$ cat src/rtl/riscv_core_lsu.sv
// Load/store unit for the RV64I core: one access at a time onto a doubleword data bus.
// Stores get lane-shifted data and byte enables; loads return right-aligned raw data.
module riscv_core_lsu #(
    parameter int XLEN = 64
) (
    input  logic            i_lsu_clk,
    input  logic            i_lsu_rst,
    input  logic            i_lsu_valid,
    output logic            o_lsu_ready,
    input  logic            i_lsu_we,
    input  logic            i_lsu_su_extend,
    input  logic [1:0]      i_lsu_r_w_size,
    input  logic [XLEN-1:0] i_lsu_addr,
    input  logic [XLEN-1:0] i_lsu_wdata,
    output logic            o_lsu_mem_req,
    input  logic            i_lsu_mem_gnt,
    output logic [XLEN-1:0] o_lsu_mem_addr,
    output logic            o_lsu_mem_we,
    output logic [7:0]      o_lsu_mem_be,
    output logic [XLEN-1:0] o_lsu_mem_wdata,
    input  logic            i_lsu_mem_rvalid,
    input  logic [XLEN-1:0] i_lsu_mem_rdata,
    output logic            o_lsu_done,
    output logic            o_lsu_misaligned,
    output logic [XLEN-1:0] o_lsu_rdata,
    output logic            o_lsu_su_extend,
    output logic [1:0]      o_lsu_r_w_size
);

    localparam logic [2:0] S_IDLE = 3'd0;
    localparam logic [2:0] S_REQ  = 3'd1;
    localparam logic [2:0] S_WAIT = 3'd2;
    localparam logic [2:0] S_DONE = 3'd3;
    localparam logic [2:0] S_ERR  = 3'd4;

    logic [2:0]      state;
    logic [2:0]      off_q;
    logic [2:0]      off;
    logic            misaligned_c;
    logic [7:0]      be_c;
    logic [XLEN-1:0] wdata_sh;

    assign off      = i_lsu_addr[2:0];
    assign wdata_sh = i_lsu_wdata << {off, 3'b000};

    always_comb begin
        misaligned_c = 1'b0;
        be_c         = '0;
        case (i_lsu_r_w_size)
            2'b00: begin
                misaligned_c = 1'b0;
                be_c         = 8'h01 << off;
            end
            2'b01: begin
                misaligned_c = off[0];
                be_c         = 8'h03 << off;
            end
            2'b10: begin
                misaligned_c = |off[1:0];
                be_c         = 8'h0F << off;
            end
            default: begin
                misaligned_c = |off;
                be_c         = 8'hFF;
            end
        endcase
    end

    // Bus fields are only loaded for aligned accesses, so a misaligned request leaves the bus untouched.
    always_ff @(posedge i_lsu_clk) begin
        if (i_lsu_rst) begin
            state           <= S_IDLE;
            off_q           <= '0;
            o_lsu_mem_addr  <= '0;
            o_lsu_mem_we    <= 1'b0;
            o_lsu_mem_be    <= '0;
            o_lsu_mem_wdata <= '0;
            o_lsu_rdata     <= '0;
            o_lsu_su_extend <= 1'b0;
            o_lsu_r_w_size  <= '0;
        end else begin
            case (state)
                S_IDLE: begin
                    if (i_lsu_valid) begin
                        o_lsu_su_extend <= i_lsu_su_extend;
                        o_lsu_r_w_size  <= i_lsu_r_w_size;
                        off_q           <= off;
                        if (misaligned_c) begin
                            state <= S_ERR;
                        end else begin
                            state           <= S_REQ;
                            o_lsu_mem_addr  <= {i_lsu_addr[XLEN-1:3], 3'b000};
                            o_lsu_mem_we    <= i_lsu_we;
                            o_lsu_mem_be    <= be_c;
                            o_lsu_mem_wdata <= wdata_sh;
                        end
                    end
                end
                S_REQ: begin
                    if (i_lsu_mem_gnt) begin
                        state <= o_lsu_mem_we ? S_DONE : S_WAIT;
                    end
                end
                S_WAIT: begin
                    if (i_lsu_mem_rvalid) begin
                        o_lsu_rdata <= i_lsu_mem_rdata >> {off_q, 3'b000};
                        state       <= S_DONE;
                    end
                end
                S_DONE:  state <= S_IDLE;
                S_ERR:   state <= S_IDLE;
                default: state <= S_IDLE;
            endcase
        end
    end

    assign o_lsu_ready      = (state == S_IDLE);
    assign o_lsu_mem_req    = (state == S_REQ);
    assign o_lsu_done       = (state == S_DONE);
    assign o_lsu_misaligned = (state == S_ERR);

endmodule

$ cat config.mk
export PLATFORM = sky130hd
export DESIGN_NAME = riscv_core_lsu
export DESIGN_NICKNAME = d
export VERILOG_FILES = /design/src/rtl/riscv_core_lsu.sv
export SDC_FILE = /design/constraint.sdc
export NUM_CORES = 1
export LEC_CHECK = 0
export ABC_AREA = 1
export CORE_AREA = 2 2 160 162
export DETAILED_ROUTE_END_ITERATION = 10
export DIE_AREA = 0 0 162 164
export PLACE_DENSITY_LB_ADDON = 0.05
export SYNTH_ARGS = -nofsm -noshare
export SYNTH_HDL_FRONTEND = slang
export SYNTH_SLANG_ARGS = --single-unit
$ cat constraint.sdc
create_clock -name i_lsu_clk -period 1.95 [get_ports i_lsu_clk]
set_clock_uncertainty 0.15 [all_clocks]
set_input_delay 0.195 -clock i_lsu_clk [delete_from_list [all_inputs] [get_ports i_lsu_clk]]
set_output_delay 0.195 -clock i_lsu_clk [all_outputs]
set_load 0.005 [all_outputs]
Word-level counts from Yosys, hierarchy flattened
Index checks and enable logic that the tools add are counted.
Widths: inputs -> output; s select.

storage, ports and cells
  bits of input ports = 201
  bits in registers = 207
  logic and storage cells = 40
  output and inout port bits = 208

cells by class
  mux-type cells = 8
  shift operators = 5
  reduce and logical (&&, ||, !) cells = 8
  eq/ne operators = 9
  bitwise gates (word level) = 1

operator list
  cell                 count
  $shl 64x6->64        1
  $shr 64x6->64        1
  $pmux 8 s3           1
  $mux 3               4
  $pmux 3 s3           1
  $shl 1x3->8 const A  1
  $shl 2x3->8 const A  1
  $shl 4x3->8 const A  1
  $eq 3x2->1 const B   2
  $reduce_and 3->1     2
  $ne 2x2->1 const B   2
  $reduce_and 2->1     2
  $eq 3x1->1 const B   1
  $eq 3x3->1 const B   1
  $logic_not 3->1      1
  $pmux 1 s3           1
  $reduce_or 3->1      1
  $eq 2x1->1 const B   1
  $eq 2x2->1 const B   1
  $logic_not 2->1      1
  $ne 2x1->1 const B   1
  $reduce_or 2->1      1
  $mux 1               1
  $not 1->1            1

Logic depth before layout (Yosys ltp)
Gate-level depths: netlist of run 1.

  depth after elaboration = 5
  depth in mapped cells = 12
  depth with buffers taken out = 10

Worst setup path after synthesis of run 1
OpenSTA, ideal clock, no wires.

  path type = reg-to-reg
  from = register state[2]
  to = register o_lsu_mem_wdata[52]
  setup slack = 0.363 ns
  data required time = 1.688 ns
  cell stages (with the launch flop) = 11
  period minus slack after synthesis = 1.587 ns
  data arrival time = 1.326 ns
  setup time = 0.112 ns
  buffers on the path = 2
  path through = dfxtp_1 > nor2_4 > nand2_1 > inv_1 > nand2_1 > nor2_2 > buf_6 > buf_4 > nand2_1 > nor2_1 > nor2_1

between the ends
  cells in the longest elaborated chain, start to end = 2

ends and longest elaborated chain
  element                            line  RTL
  from (decl)                        36    logic [2:0] state;
  from (signal assigned)             101   state <= o_lsu_mem_we ? S_DONE : S_WAIT;
  $logic_not 3->1                    n/a
  named net o_lsu_ready              9     output logic o_lsu_ready,
  $reduce_and 3->1 (no source line)  n/a
  to (signal assigned)               95    o_lsu_mem_wdata <= wdata_sh;
  to (decl)                          20    output logic [XLEN-1:0] o_lsu_mem_wdata,

The timed path passes the listed nets, and every way through them passes these cells.
A chain may end at the register's enable or synchronous reset.

Worst setup path in the final report of run 1
  from = register o_lsu_mem_wdata[41]
  to = output o_lsu_mem_wdata[41]

No word-level cell between the ends.

==> results of run 1 <==
==> metrics by stage <==
stage	hold WS, ns	power [uW]	util, %
floorplan	0.180	8580	-
global placement	0.301	11700	64.4
detailed placement	0.305	11700	64.4
CTS	0.122	16500	67.8
global route	0.147	17400	67.9
finish	0.143	16500	67.9
==> power groups by stage <==
stage          Clock (uW)  Combinational [uW]  Sequential, uW
3_3_place_gp            0                6230            5420
6_report             4760                6400            5350
2_1_floorplan           0                3180            5410
5_1_grt              5000                7000            5420
3_5_place_dp            0                6290            5430
4_1_cts              4820                6320            5350
==> per-layer routing <==
metal / part of all wire [%] / vias up / wire length, um / GRT usage (%)
li1: - / 6693 / - / -
met1: 42 / 6112 / 19000 / 44.3
met2: 45 / 720 / 20400 / 52.1
met3: 9.7 / 95 / 4430 / 6.62
met4: 3.9 / 0 / 1790 / 12.2
met5: 0 / - / 0 / 0
==> Yosys cell counts (8+ instances only) <==
cell / count
a21oi_1: 85
nand3_1: 250
clkbuf_1: 67
buf_2: 32
o21ai_1: 9
nor2_1: 269
buf_4: 17
nand4_1: 12
buf_1: 8
o21ai_0: 82
inv_1: 142
nand2_1: 676
dfxtp_1: 207
==> worst max-delay path by stage <==
stage / end / slack [ns] / startpoint / cells after the start
floorplan: o_lsu_mem_wdata[52] / 0.36 / state[2] / 10
detailed placement: o_lsu_mem_wdata[57] / -0.39 / i_lsu_r_w_size[0] / 12
CTS: o_lsu_ready / 0.01 / state[2] / 4
global placement: o_lsu_mem_wdata[3] / -0.34 / i_lsu_r_w_size[0] / 11
finish: o_lsu_mem_wdata[41] / 0.05 / o_lsu_mem_wdata[41] / 1
global route: o_lsu_mem_req / 0.02 / state[0] / 3
==> sequential cells by signal, indices dropped and copies added (netlist names) <==
name and flops:
state 3, off_q 3, o_lsu_mem_we 1, o_lsu_mem_be 8, o_lsu_mem_addr 61, o_lsu_r_w_size 2, o_lsu_mem_wdata 64, o_lsu_rdata 64
o_lsu_su_extend 1
==> cells in the final DEF, fill, tap and decap left out, types with 5 or more instances in the layout <==
| cell | count |
|---|---|
| buf_4 | 47 |
| o21ai_1 | 9 |
| nor2_1 | 269 |
| nand4_1 | 12 |
| clkbuf_16 | 24 |
| inv_2 | 5 |
| o21ai_0 | 82 |
| dfxtp_1 | 206 |
| inv_1 | 140 |
| nand2_1 | 676 |
| a21oi_1 | 85 |
| clkinv_2 | 5 |
| nand3_1 | 249 |
| buf_12 | 24 |
| clkbuf_8 | 7 |
| clkdlybuf4s50_1 | 399 |
==> cell families after synthesis <==
group / after synthesis
other: 1
flip-flops: 207
AO/OA/AOI/OAI: 186
AND/OR/NAND/NOR: 1219
buffers and inverters: 278
adder cells (fa/ha/maj): 4
==> layout make-up <==
class                      instances  area (um2)  area share [%]
multi-input combinational       1412        6000            35.6
antenna                            3        7.51          0.0446
sequential                       207        4150            24.6
clock inverter                    10         139           0.824
inverter                         149         562            3.33
clock buffer                      33         704            4.18
timing repair buffer             477        4880            29.0
tap                              330         413            2.45
==> timing repair <==
item / 4_1_cts / 5_1_grt
setup buffers: 0 / 1
endpoints found under the setup margin: 4 / 117
hold buffers: 1 / 0
gates resized for setup: 5 / 3
cloned: 0 / 0
hold endpoints to repair: 11 / 0
pin swaps: 0 / 1
==> out/qor.csv, run 1 <==
metric;value;unit
I/O pins;409;
DR WL/cell;17.4;um
Congestion Overflow GR;0;
placed cells;2573;
Hold Crit Depth;3;
post-route cell area;16800;um2
minimum clock period;1.90;ns
RSZ-0062 raised after global routing;false;
reg2reg setup slack;0.14;ns
row count;58;
CP Data Arrival Time;1.55;ns
Initial Util;45.5;%
Post-DP HPWL;33.7;mm
Final Hold Vio Count;0;
end of the worst hold path;o_lsu_mem_addr[37];
Worst Path Buf+Inv;1;
Post-synth top flop;dfxtp_1;
Final WS setup;0.0539;ns
share of the synthesized area in the top cell type;36.7;%
Synth Cell Area;11300;um2
YS warnings;0;
startpoint types;flop;
largest net degree at the start of global routing;70;
clock-pin slew on the worst setup and hold paths;0.06;ns
Final #Nets;2476;
first-pass GRT wire length;69.1;mm
layout cells sized above 1;5.86;%
routed vias;13600;
Layout fillers;2255;
Final Cycle Share;97.2;%
CORE AREA;24800;um2
Worst R2R Start;state[2];
die area;26600;um2
First DRT Iteration DRCs;1581;
pre-CTS setup slack;-0.392;ns
Sequential Power Share;32.4;%
post-synthesis xor/xnor area fraction;0;%
CTS tree;done;
DR vias/cell;5.20;
most area-hungry cell type in the Yosys netlist;dfxtp_1;
status;complete, no violations;
synth-to-layout area growth;49.1;%
HP Class;in -> reg;
internal cell power;10800;uW
Setup violations, final;0;
Netlist cell types;28;
H-tree lvl count;1;
Worst Path Max Fanout;2;
share of synthesized area spent on multiplexers;0;%
Post-Route WL;45.6;mm
Crit path required time;1.60;ns
sequential fraction of the synthesis area;36.7;%
CP top delay family;buffers and inverters;
VDD IR max;696;uV
ys async rst share;0;%
P_sw;5740;uW
RePlAce Congestion;0.987;
slowest CP cell;clkdlybuf4s50_1;
leak pwr;0.00764;uW
worst stage delay on the critical path;0.57;ns
width of the die;162;um
Setup TNS Final;0;ns
r2r worst-path depth;7;
Final ANT Viol Nets;0;
Post-Synth Adder-Cell Area;0.443;%
Crit Path Class;reg -> out;
largest family of logic cells by synthesized area;simple AND/OR/NAND/NOR gates;
Setup crit end kind;primary output;
clock network fraction of total power;28.8;%
DRC;0;
Pwr Density;980;nW/um2
fmax;527;MHz
DRT Pass-1 Iters;6;
min-delay src;i_lsu_addr[37];
simple-gate portion of the synthesized area;43.9;%
critical-path cell list;clkdlybuf4s50_1;
Area contributors post-synth;dfxtp_1 37%, nand2_1 22%, nand3_1 11%;
Mapped Avg Cell Area;5.96;um2
sw frac;34.8;%
clock tree root buffer cell;clkbuf_16;
total clock buffers created by CTS;24;
GR Util All Layers;32.8;%
overall die height;164;um
FF+latch count, synth;207;
Layout Cells excl Fill;2621;
EDFF count, synth;0;
DP Area;16000;um2
MaxCap Viol Count;0;
Final Max Tran Viols;0;
Gate Count Post-Synth;1895;
combinational share of power;38.8;%
antenna violations before repair;3;
Compound-Gate Fraction of Synth Area;8.42;%
clock buffer depth;3;
CTS Sinks;207;
vias in the first global route;12400;
port bufs;405;
worst skew pair latency;0.52;ns
R2R Path End;o_lsu_mem_addr[62];
(Power assumes the default switching activity.)
==> run 2: changes to the inputs <==
GPL_ROUTABILITY_DRIVEN = 0   (was default)
==> run 2 against run 1 <==
Effect of this change: setup slack gained 0.019 ns; combinational power decreased by 2%; utilization shrank 0.52 points; register-to-register slack worse by 0.02 ns; global-route usage fell by 1.9 points; worst hold slack worse by 0.14 ns; final area down 0.77%; critical path depth rose by 3; largest cell class unchanged; clock-buffer cell count down 4; first-iteration DRC count fell by 0.51%; fmax grew 0.99%; critical endpoint is now o_lsu_ready; critical path type unchanged.
==> out/qor.csv, run 2 (same netlist as run 1, synthesis figures left out) <==
metric;value;unit
Final Hold Vio Count;0;
row count;58;
minimum clock period;1.88;ns
Crit path required time;1.60;ns
Setup violations, final;0;
vias in the first global route;12100;
RSZ-0062 raised after global routing;false;
DR WL/cell;16.6;um
commonest cells after routing, fill and taps aside;676 x nand2_1, 399 x clkdlybuf4s50_1, 268 x nor2_1;
Initial Util;45.5;%
synth-to-layout area growth;47.9;%
port bufs;405;
Pwr Density;959;nW/um2
worst skew pair latency;0.51;ns
VDD IR max;532;uV
sw frac;34.9;%
internal cell power;10400;uW
clock tree root buffer cell;clkbuf_16;
most common cell after layout, fill and taps aside;nand2_1;
Crit Path Class;reg -> out;
routed vias;13500;
total clock buffers created by CTS;23;
HP Class;in -> reg;
slew margin rel.;60.7;%
layout cells sized above 1;5.62;%
Final ANT Viol Nets;0;
clock-pin slew on the worst setup and hold paths;0.06;ns
Worst Path Max Fanout;4;
CTS tree;done;
width of the die;162;um
Final Cycle Share;96.3;%
leak pwr;0.00758;uW
P_sw;5600;uW
Post-Route WL;43.3;mm
Final #Nets;2470;
combinational share of power;39.3;%
DRC;0;
DR vias/cell;5.16;
overall die height;164;um
clock network fraction of total power;27.3;%
Hold-fix buffers, CTS;0;
First DRT Iteration DRCs;1573;
largest net degree at the start of global routing;83;
Slew @ Worst Pin;0.590;ns
post-route cell area;16700;um2
H-tree lvl count;1;
die area;26600;um2
first-pass GRT wire length;65.4;mm
Congestion Overflow GR;0;
status;complete, no violations;
antenna violations before repair;6;
biggest regs;o_lsu_mem_wdata x64, o_lsu_rdata x64, o_lsu_mem_addr x61;
CORE AREA;24800;um2
startpoint types;flop;
DRT Pass-1 Iters;6;
Sequential Power Share;33.4;%
Min Hold Slack;0.00348;ns
Final Max Tran Viols;0;
Post-DP HPWL;31.9;mm
CTS Sinks;207;
I/O pins;409;
Final WS setup;0.0726;ns
MaxCap Viol Count;0;
final core area utilization;67.4;%
DP Area;15900;um2
pre-CTS setup slack;-0.302;ns
fmax;533;MHz
GR Util All Layers;30.9;%
CP Data Arrival Time;1.53;ns
clock buffer depth;3;
Setup crit end kind;primary output;
==> run 2: cell count changes in the layout (fill, tap and decap cells not counted), moves of 2 or more <==
cell / before / now
dfxtp_1: 206 / 204
diode_2: 3 / 6
clkinvlp_4: 1 / 3
buf_12: 24 / 20
clkbuf_8: 7 / 5
==> run 2: final timing paths <==
check                              to  slack [ns]  cells past startpoint            start
hold reg to reg       o_lsu_rdata[38]        0.31                      2  o_lsu_rdata[38]
hold / removal    o_lsu_mem_wdata[36]       0.003                      3        i_lsu_rst
setup / recovery          o_lsu_ready        0.07                      4         state[2]
setup reg to reg  o_lsu_mem_wdata[34]        0.12                      9         state[2]
==> run 2: worst max-delay path, stage by stage, from the launching register on <==
cell           delay, ns
dfxtp_1             0.36
nor2_4              0.13
nand2_1             0.10
inv_1               0.12
dlygate4sd2_1       0.32
==> run 2: final cells by class <==
class,instances,area (um2)
clock buffer,29,648
antenna,6,15.0
fill,2318,8100
timing repair buffer,472,4810
sequential,207,4150
multi-input combinational,1412,6000
clock inverter,10,111
tap,330,413
inverter,149,562
==> run 2: layer usage <==
metal / share of wire, % / track usage [%]
met5: 0 / 0
met4: 3.6 / 11.5
met3: 11 / 7.27
met2: 44 / 48.5
met1: 41 / 41.6
==> run 2: power by group through the flow <==
| stage | sequential [uW] | combinational (uW) | clock, uW |
|---|---|---|---|
| finish | 5360 | 6300 | 4380 |
| global route | 5430 | 6920 | 4620 |
| CTS | 5360 | 6170 | 4440 |
| detailed placement | 5440 | 6150 | 0 |
| global placement | 5420 | 6090 | 0 |
| floorplan | 5410 | 3180 | 0 |
==> run 2: metrics by stage <==
step	total power, uW	TNS [ns]	cells
2_1_floorplan	8580	0	1897
4_1_cts	16000	-0.0727	2606
6_report	16000	0	2615
5_1_grt	17000	0	2614
3_5_place_dp	11600	-31.54	2567
3_3_place_gp	11500	-26.68	2567
==> run 2: timing repair <==
action,in CTS,in global routing
gates cloned,0,1
resized for setup,8,1
setup buffers,0,2
setup endpoints to repair,4,15
pin swaps,0,2
